### src/rtl/boa_muldiv_seq.sv
// boa_muldiv_seq: iterative RV32M multiply/divide unit.
// One operand bit is processed per clock (shift-add multiply, restoring
// divide); divide-by-zero and signed overflow are resolved without iterating.
module boa_muldiv_seq (
  input  logic        clk,
  input  logic        rst,
  input  logic        clear,
  input  logic        d_start,
  input  logic [2:0]  d_funct3,
  input  logic [31:0] d_lhs,
  input  logic [31:0] d_rhs,
  output logic        busy,
  output logic        q_valid,
  output logic [31:0] q_res
);

  typedef enum logic [1:0] {IDLE, CALC, DONE} state_t;

  state_t      state_q, state_d;
  logic [4:0]  cnt_q, cnt_d;
  logic [31:0] res_q, res_d;
  logic        load, step;

  // Operation context captured at acceptance
  logic [2:0]  f3_q;
  logic [31:0] opb_q;     // multiplicand (mul) or divisor magnitude (div)
  logic [63:0] acc_q;     // product accumulator; low word is multiplier / dividend-quotient
  logic [32:0] rem_q;     // partial remainder
  logic        qneg_q;    // product / quotient must be negated
  logic        rneg_q;    // remainder must be negated

  // Request decode
  logic        is_div, is_sdiv, lhs_signed, rhs_signed;
  logic        lhs_neg, rhs_neg, div_zero, div_ovf, bypass;
  logic [31:0] lhs_mag, rhs_mag, bypass_res;

  // Iteration datapath
  logic [32:0] mul_sum;
  logic [63:0] mul_next;
  logic [32:0] div_sh, div_diff, rem_next;
  logic        div_ge;
  logic [31:0] quo_next;
  logic [63:0] prod_fix;
  logic [31:0] quo_fix, rem_fix, final_res;

  // Decode the incoming request: signedness, magnitudes and special cases
  always_comb begin
    is_div     = d_funct3[2];
    is_sdiv    = (d_funct3 == 3'b100) || (d_funct3 == 3'b110);
    lhs_signed = (d_funct3 == 3'b001) || (d_funct3 == 3'b010) || is_sdiv;
    rhs_signed = (d_funct3 == 3'b001) || is_sdiv;
    lhs_neg    = lhs_signed && d_lhs[31];
    rhs_neg    = rhs_signed && d_rhs[31];
    lhs_mag    = lhs_neg ? (32'd0 - d_lhs) : d_lhs;
    rhs_mag    = rhs_neg ? (32'd0 - d_rhs) : d_rhs;
    div_zero   = is_div && (d_rhs == 32'd0);
    div_ovf    = is_sdiv && (d_lhs == 32'h8000_0000) && (d_rhs == 32'hFFFF_FFFF);
    bypass     = div_zero || div_ovf;
    if (d_funct3[1]) bypass_res = div_zero ? d_lhs : 32'd0;            // REM/REMU
    else             bypass_res = div_zero ? 32'hFFFF_FFFF : 32'h8000_0000; // DIV/DIVU
  end

  // One multiply or divide iteration plus the sign-corrected final result
  always_comb begin
    mul_sum  = {1'b0, acc_q[63:32]} + (acc_q[0] ? {1'b0, opb_q} : 33'd0);
    mul_next = {mul_sum, acc_q[31:1]};
    div_sh   = {rem_q[31:0], acc_q[31]};
    div_diff = div_sh - {1'b0, opb_q};
    div_ge   = ~div_diff[32];
    rem_next = div_ge ? div_diff : div_sh;
    quo_next = {acc_q[30:0], div_ge};
    prod_fix = qneg_q ? (64'd0 - mul_next) : mul_next;
    quo_fix  = qneg_q ? (32'd0 - quo_next) : quo_next;
    rem_fix  = rneg_q ? (32'd0 - rem_next[31:0]) : rem_next[31:0];
    case (f3_q)
      3'b000:         final_res = prod_fix[31:0];
      3'b100, 3'b101: final_res = quo_fix;
      3'b110, 3'b111: final_res = rem_fix;
      default:        final_res = prod_fix[63:32];
    endcase
  end

  // Next-state logic; clear overrides acceptance and completion
  always_comb begin
    state_d = state_q;
    cnt_d   = cnt_q;
    res_d   = res_q;
    load    = 1'b0;
    step    = 1'b0;
    if (clear) begin
      state_d = IDLE;
      cnt_d   = 5'd0;
    end else begin
      case (state_q)
        IDLE: begin
          if (d_start) begin
            load = 1'b1;
            if (bypass) begin
              state_d = DONE;
              res_d   = bypass_res;
            end else begin
              state_d = CALC;
              cnt_d   = 5'd31;
            end
          end
        end
        CALC: begin
          step  = 1'b1;
          cnt_d = cnt_q - 5'd1;
          if (cnt_q == 5'd0) begin
            state_d = DONE;
            cnt_d   = 5'd0;
            res_d   = final_res;
          end
        end
        DONE:    state_d = IDLE;
        default: state_d = IDLE;
      endcase
    end
  end

  // Control state and result register, asynchronously reset
  always_ff @(posedge clk or posedge rst) begin
    if (rst) begin
      state_q <= IDLE;
      cnt_q   <= 5'd0;
      res_q   <= 32'd0;
    end else begin
      state_q <= state_d;
      cnt_q   <= cnt_d;
      res_q   <= res_d;
    end
  end

  // Operand latch on acceptance, iteration update while calculating
  always_ff @(posedge clk) begin
    if (load) begin
      f3_q   <= d_funct3;
      opb_q  <= is_div ? rhs_mag : lhs_mag;
      acc_q  <= {32'd0, (is_div ? lhs_mag : rhs_mag)};
      rem_q  <= 33'd0;
      qneg_q <= lhs_neg ^ rhs_neg;
      rneg_q <= lhs_neg;
    end else if (step) begin
      if (f3_q[2]) begin
        acc_q <= {32'd0, quo_next};
        rem_q <= rem_next;
      end else begin
        acc_q <= mul_next;
      end
    end
  end

  assign busy    = (state_q != IDLE);
  assign q_valid = (state_q == DONE);
  assign q_res   = res_q;

endmodule

### config.mk
export PLATFORM = sky130hd
export DESIGN_NAME = boa_muldiv_seq
export DESIGN_NICKNAME = d
export VERILOG_FILES = /design/src/rtl/boa_muldiv_seq.sv
export SDC_FILE = /design/constraint.sdc
export NUM_CORES = 1
export LEC_CHECK = 0
export BUFFER_PORTS_ARGS = -buffer_cell sky130_fd_sc_hd__buf_2
export CORE_MARGIN = 2
export CORE_UTILIZATION = 55
export CTS_CLUSTER_SIZE = 28
export DETAILED_ROUTE_END_ITERATION = 10
export GPL_TIMING_DRIVEN = 1
export PLACE_DENSITY = 0.7
export SYNTH_ARGS = -nofsm -noshare
export SYNTH_HDL_FRONTEND = slang
export SYNTH_SLANG_ARGS = --single-unit
### constraint.sdc
create_clock -name clk -period 15.04 [get_ports clk]
set_input_delay 0.752 -clock clk [delete_from_list [all_inputs] [get_ports clk]]
set_output_delay 0.752 -clock clk [all_outputs]
set_load 0.02 [all_outputs]
# [Yosys cells after proc, flatten, opt, wreduce, memory -nomap -nowiden]
# Index checks and enable logic that the tools add are counted.
[classes] addsub=8 n_eq_ne=18 mux=35 n_bitwise=3 reduce_logical=24
[op_table] operator="2-to-1 mux 32 bit" n=15
[op_table] operator="2-to-1 mux 64 bit" n=2
[op_table] operator="subtractor 1 x 32 -> 32 bit (first input constant)" n=4
[op_table] operator="case mux 32 bit (3 select lines)" n=1
[op_table] operator="equality test 32 bit (second input constant)" n=2
[op_table] operator="case mux 32 bit (2 select lines)" n=1
[op_table] operator="subtractor 1 x 64 -> 64 bit (first input constant)" n=1
[op_table] operator="adder 32 x 32 -> 33 bit" n=1
[op_table] operator="subtractor 33 x 32 -> 33 bit" n=1
[op_table] operator="logical NOT 32 bit" n=1
[op_table] operator="2-to-1 mux 31 bit" n=1
[op_table] operator="2-to-1 mux 5 bit" n=4
[op_table] operator="equality test 3 bit (second input constant)" n=6
[op_table] operator="case mux 5 bit (2 select lines)" n=1
[op_table] operator="inequality test 3 bit (second input constant)" n=3
[op_table] operator="2-to-1 mux 2 bit" n=4
[op_table] operator="inequality test 2 bit (second input constant)" n=3
[op_table] operator="nonzero test 2 bit" n=3
[op_table] operator="logical AND 1 bit" n=5
[op_table] operator="logical NOT 5 bit" n=1
[op_table] operator="logical OR 1 bit" n=5
[op_table] operator="2-to-1 mux 1 bit" n=5
[op_table] operator="AND reduction 5 bit" n=1
[op_table] operator="subtractor 5 x 1 -> 5 bit (second input constant)" n=1
[op_table] operator="13 further kinds" n=16
[word_totals] ff_bits=172 out_inout_bits=34

# [Logic depth before layout (Yosys ltp)]
[depth] word_depth=9 depth_mapped=27 ltp_nobuf=23

# [Least setup slack after synthesis]
# Ideal clock, no wire load.
[synth_timing] path_kind="register to register" start="register acc_q[31]" end="register res_q[28] (netlist: q_res[28])" setup_time_ns=0.137 arrival_ns=4.915 path_slack_ns=9.988 path_stages_with_launch=27 path_buffers=4 period_less_slack_ns=5.052 cell_sequence="edfxtp_1 -> clkbuf_1 -> inv_1 -> ha_1 -> fa_1 -> nor2b_1 -> o221a_2 -> o211ai_1 -> a21oi_1 -> o21ai_1 -> and2_1 -> buf_2 -> inv_2 -> clkbuf_1 -> buf_1 -> nor2_1 -> a21oi_1 -> ha_1 -> inv_1 -> nor3b_1 -> a41oi_1 -> o21ba_2 -> a41oi_1 -> xor2_1 -> a21oi_1 -> o221ai_1 -> o211ai_1"
[synth_via] elab_chain_cells=7 elab_cells_between_ends=12 cone_classes="add/sub: 4; mux: 7; bitwise: 1"
[synth_rtl] item="start: declaration" line_no="27" source="logic [63:0] acc_q;"
[synth_rtl] item="start signal: assignment" line_no="140" source="acc_q <= {32'd0, (is_div ? lhs_mag : rhs_mag)};"
[synth_rtl] item="start signal: assignment" line_no="146" source="acc_q <= {32'd0, quo_next};"
[synth_rtl] item="start signal: assignment" line_no="149" source="acc_q <= mul_next;"
[synth_rtl] item="subtractor 33 x 32 -> 33 bit" line_no="68" source="div_diff = div_sh - {1'b0, opb_q};"
[synth_rtl] item="2-to-1 mux 32 bit / NOT 1 bit (equally long branches)" line_no="70, 69"
[synth_rtl] item="subtractor 1 x 32 -> 32 bit, on equally long branches" line_no="74, 73"
[synth_rtl] item="2-to-1 mux 32 bit, on equally long branches" line_no="74, 73"
[synth_rtl] item="case mux 32 bit (3 select lines) (*)" line_no="75" source="case (f3_q)"
[synth_rtl] item="2-to-1 mux 32 bit (*)" line_no="110" source="if (cnt_q == 5'd0) begin"
[synth_rtl] item="case mux 32 bit (2 select lines) (*)" line_no="94" source="case (state_q)"
[synth_rtl] item="end signal: assignment" line_no="131" source="res_q <= res_d;"
[synth_rtl] item="end: declaration" line_no="21" source="logic [31:0] res_q, res_d;"
# Every way passes the cells marked *; elsewhere a longest branch is shown, timed or not. The select of a mux whose other input is x is not followed.
# A chain may end at the register's enable or synchronous reset.

# [Worst setup path after layout]
[layout_timing] start="register acc_q[31]" end="register res_q[26] (netlist: q_res[26])"
# Same word-level chain as after synthesis.

==> impl_metrics.yaml <==
logic_synthesis:
  yosys.area_share.xor_xnor_pct: 11.7
  synth_flop_cell: "edfxtp_1"
  syn-num-nets: 2345
  syn-instance-count: 2201
  ys_seq_area_share_pct: 25.1
  synth.distinct_cells: 101
  postSynthAreaPerCell_um2: 7.83
  synth_compound_area_share_pct: 25.4
  yosys-top-cells-count: "229 x nor2_1, 187 x o21ai_0, 184 x nand2_1, 169 x a21oi_1, 123 x xnor2_1"
  ys_warn_count: 0
  synth-simple-area-share_pct: 19.8
  synth_edf_count: 69
  synth_top_family_by_area: "compound AO/OA/AOI/OAI gates"
  synth_fa_ha_area_share_pct: 5.38
  synth_mux_area_share_pct: 7.16
  synth_most_common_cell: "nor2_1"
  synth_top_area_cell: "edfxtp_1"
  synth_top_cell_area_share_pct: 12.0
  netlist_area_um2: 17200
  yosys_register_bits: 172
  yosys-top-cells-area: "edfxtp_1 12%, dfxtp_1 7.4%, mux2i_1 7.0%, xnor2_1 6.2%, dfrtp_1 5.7%"
  async_flop_share_pct: 22.7
drt:
  drtAntennaViolNets: 0
  drtPass1Iterations: 6
  drc_errors: 0
  wl_mm: 61.4
  wire_per_inst_um: 23.5
  drt_iter0_drc: 1947
  vias_per_cell: 6.66
  num_vias: 17400
cts:
  cts_made_buffers: 17
  cts_tree: "done"
  clock-root-buffer: "clkbuf_16"
  clkTransAtPathRegs_ps: 80
  cts.sinks: 172
  clock_latency_ps: 460
  cts_resized: 0
  post_cts_buffers: 0
  ctsHoldBuffers: 0
  clock_path_buffers: 2
  h-tree-depth: 4
worst_setup_path:
  arrival_ps: 6310
  critPathMaxFanout: 37
  required_ps: 15360
  critPathKind: "register to register"
  startpoint_type: "register"
  end_kind: "register"
finish:
  n_fill_cell: 2900
  drive_above_1_share_pct: 9.71
  fin_nets: 2346
  syn_to_final_growth_pct: 6.73
  fin_cells: 2616
  post-route-util_pct: 59.8
power:
  power.total_mw: 2.02
  pwr-share-clk_pct: 22.7
  netSwitchingFraction_pct: 44.4
  leakagePower_nw: 7.50
  switchingPower_mw: 0.898
  ir_drop_mv: 0.0937
  power_frac_seq_pct: 31.2
  p_comb_share_pct: 46.1
  power_density_nw_per_um2: 110
  cell_internal_pwr_mw: 1.12
die:
  initial_utilization_pct: 56.1
  boundaryPins: 105
  coreArea_um2: 30700
  rows: 64
  die_w_um: 181
  die_area_um2: 32800
  die_y_um: 181
sta:
  setup_ws_ps: 9050
  worst_slew_pin_slew_ps: 1210
  drv_slew: 0
  fmax_ghz: 0.167
  fin_crit_ps: 5990
  finalCritPeriodShare_pct: 39.8
  final-setup-viol-count: 0
  hold_viol_final: 0
  tns_ps: 0
  rsz0062_at_grt: "no"
  clock_skew_ps: 15.7
  maxSlewHeadroom_pct: 19.4
placement:
  place.gp.congestion: 0.995
  dp_hpwl_mm: 47.5
  dp_slack_ps: 9260
  dp_cells: 2579
  portBuffers: 104
global_route:
  grt_pass1_vias: 16500
  grt.overflow.total: 0
  grt_pass1_wl_mm: 94.1
  track_usage_pct: 36.9
  antenna_found_initial: 6
  grt_max_degree: 72
job:
  maxCapViolations: 0
worst_hold_path:
  hold_class: "input port to async pin"
run_status:
  status: "finished clean"
[layer usage]
layer	GRT usage [%]	share of wire, %
met4	17.4	4.7
met2	58.1	44
met3	6.85	9.4
met1	49.1	42
met5	0	0.015
[power by group through the flow]
| stage | Combinational (mW) | Clock, mW | Sequential (mW) |
|---|---|---|---|
| final | 0.932 | 0.459 | 0.632 |
| after global routing | 1.00 | 0.475 | 0.637 |
| after CTS | 0.905 | 0.457 | 0.628 |
| after detailed placement | 0.898 | 0 | 0.637 |
| after global placement | 0.888 | 0 | 0.636 |
| after floorplan | 0.634 | 0 | 0.632 |
[cell families after synthesis]
kind of cell | Yosys count
AO/OA/AOI/OAI | 670
XOR/XNOR | 230
adder cells (fa/ha/maj) | 73
buffers and inverters | 225
flip-flops | 172
multiplexers | 123
AND/OR/NAND/NOR | 708
[final cells by class]
type | instances | area (µm²) | share of cell area (%)
tap | 396 | 495 | 2.69
clock buffer | 19 | 475 | 2.58
multi-input combinational | 1804 | 12000 | 65.1
clock inverter | 13 | 101 | 0.551
sequential | 172 | 4330 | 23.5
timing repair buffer | 129 | 711 | 3.86
inverter | 78 | 295 | 1.60
antenna | 5 | 12.5 | 0.0680
[sequential cells by signal (all words and copies together), names as in the netlist]
signal   flops
acc_q       64
cnt_q        5
f3_q         3
opb_q       32
q_res       32
qneg_q       1
rem_q       32
rneg_q       1
state_q      2
[cell usage in the layout, fill, tap and decap left out, types with 28 or more instances in the layout]
| cell type | netlist | final |
|---|---|---|
| nand3_1 | 31 | 31 |
| nand2_1 | 184 | 184 |
| edfxtp_1 | 69 | 69 |
| xnor2_1 | 123 | 123 |
| or3_1 | 35 | 35 |
| a21oi_1 | 169 | 169 |
| ha_1 | 71 | 71 |
| xor2_1 | 107 | 107 |
| a211oi_1 | 45 | 45 |
| nor3_1 | 52 | 52 |
| o31ai_1 | 35 | 35 |
| buf_2 | 5 | 103 |
| mux2i_1 | 121 | 121 |
| nand2b_1 | 36 | 36 |
| nor2_1 | 229 | 228 |
| a21o_1 | 28 | 28 |
| dfxtp_1 | 64 | 64 |
| inv_1 | 77 | 76 |
| dfrtp_1 | 39 | 39 |
| o21ai_0 | 187 | 186 |
[final timing paths]
check | from | end | slack (ps) | cells after the start
max in group asynchronous | rst | q_res[4] | 14200 | 3
max reg2reg | acc_q[31] | q_res[26] | 9050 | 21
min in group clk | acc_q[49] | acc_q[49] | 470 | 2
max | acc_q[31] | q_res[26] | 9050 | 21
min reg2reg | acc_q[49] | acc_q[49] | 470 | 2
min | rst | q_res[31] | 430 | 3
[through the flow]
stage	area [µm²]	hold WS [ps]
detailed placement	17800	454
CTS	18400	432
global route	18400	459
finish	18400	429
floorplan	17200	432
global placement	17800	444
[critical path: stages, from the launching register on]
cell	delay, ps
edfxtp_1	590
inv_1	90
ha_1	220
fa_1	420
nor2b_1	290
o221a_2	280
o211ai_1	160
a21oi_1	220
o21ai_1	130
and2_2	210
inv_2	480
nor2_1	110
a21oi_1	280
ha_1	310
inv_1	130
nor3b_1	410
nand4_1	140
o41ai_1	690
a31oi_1	200
xnor2_1	170
o221ai_1	180
o211ai_1	120
No activity file was read; power rests on OpenSTA's default activity.
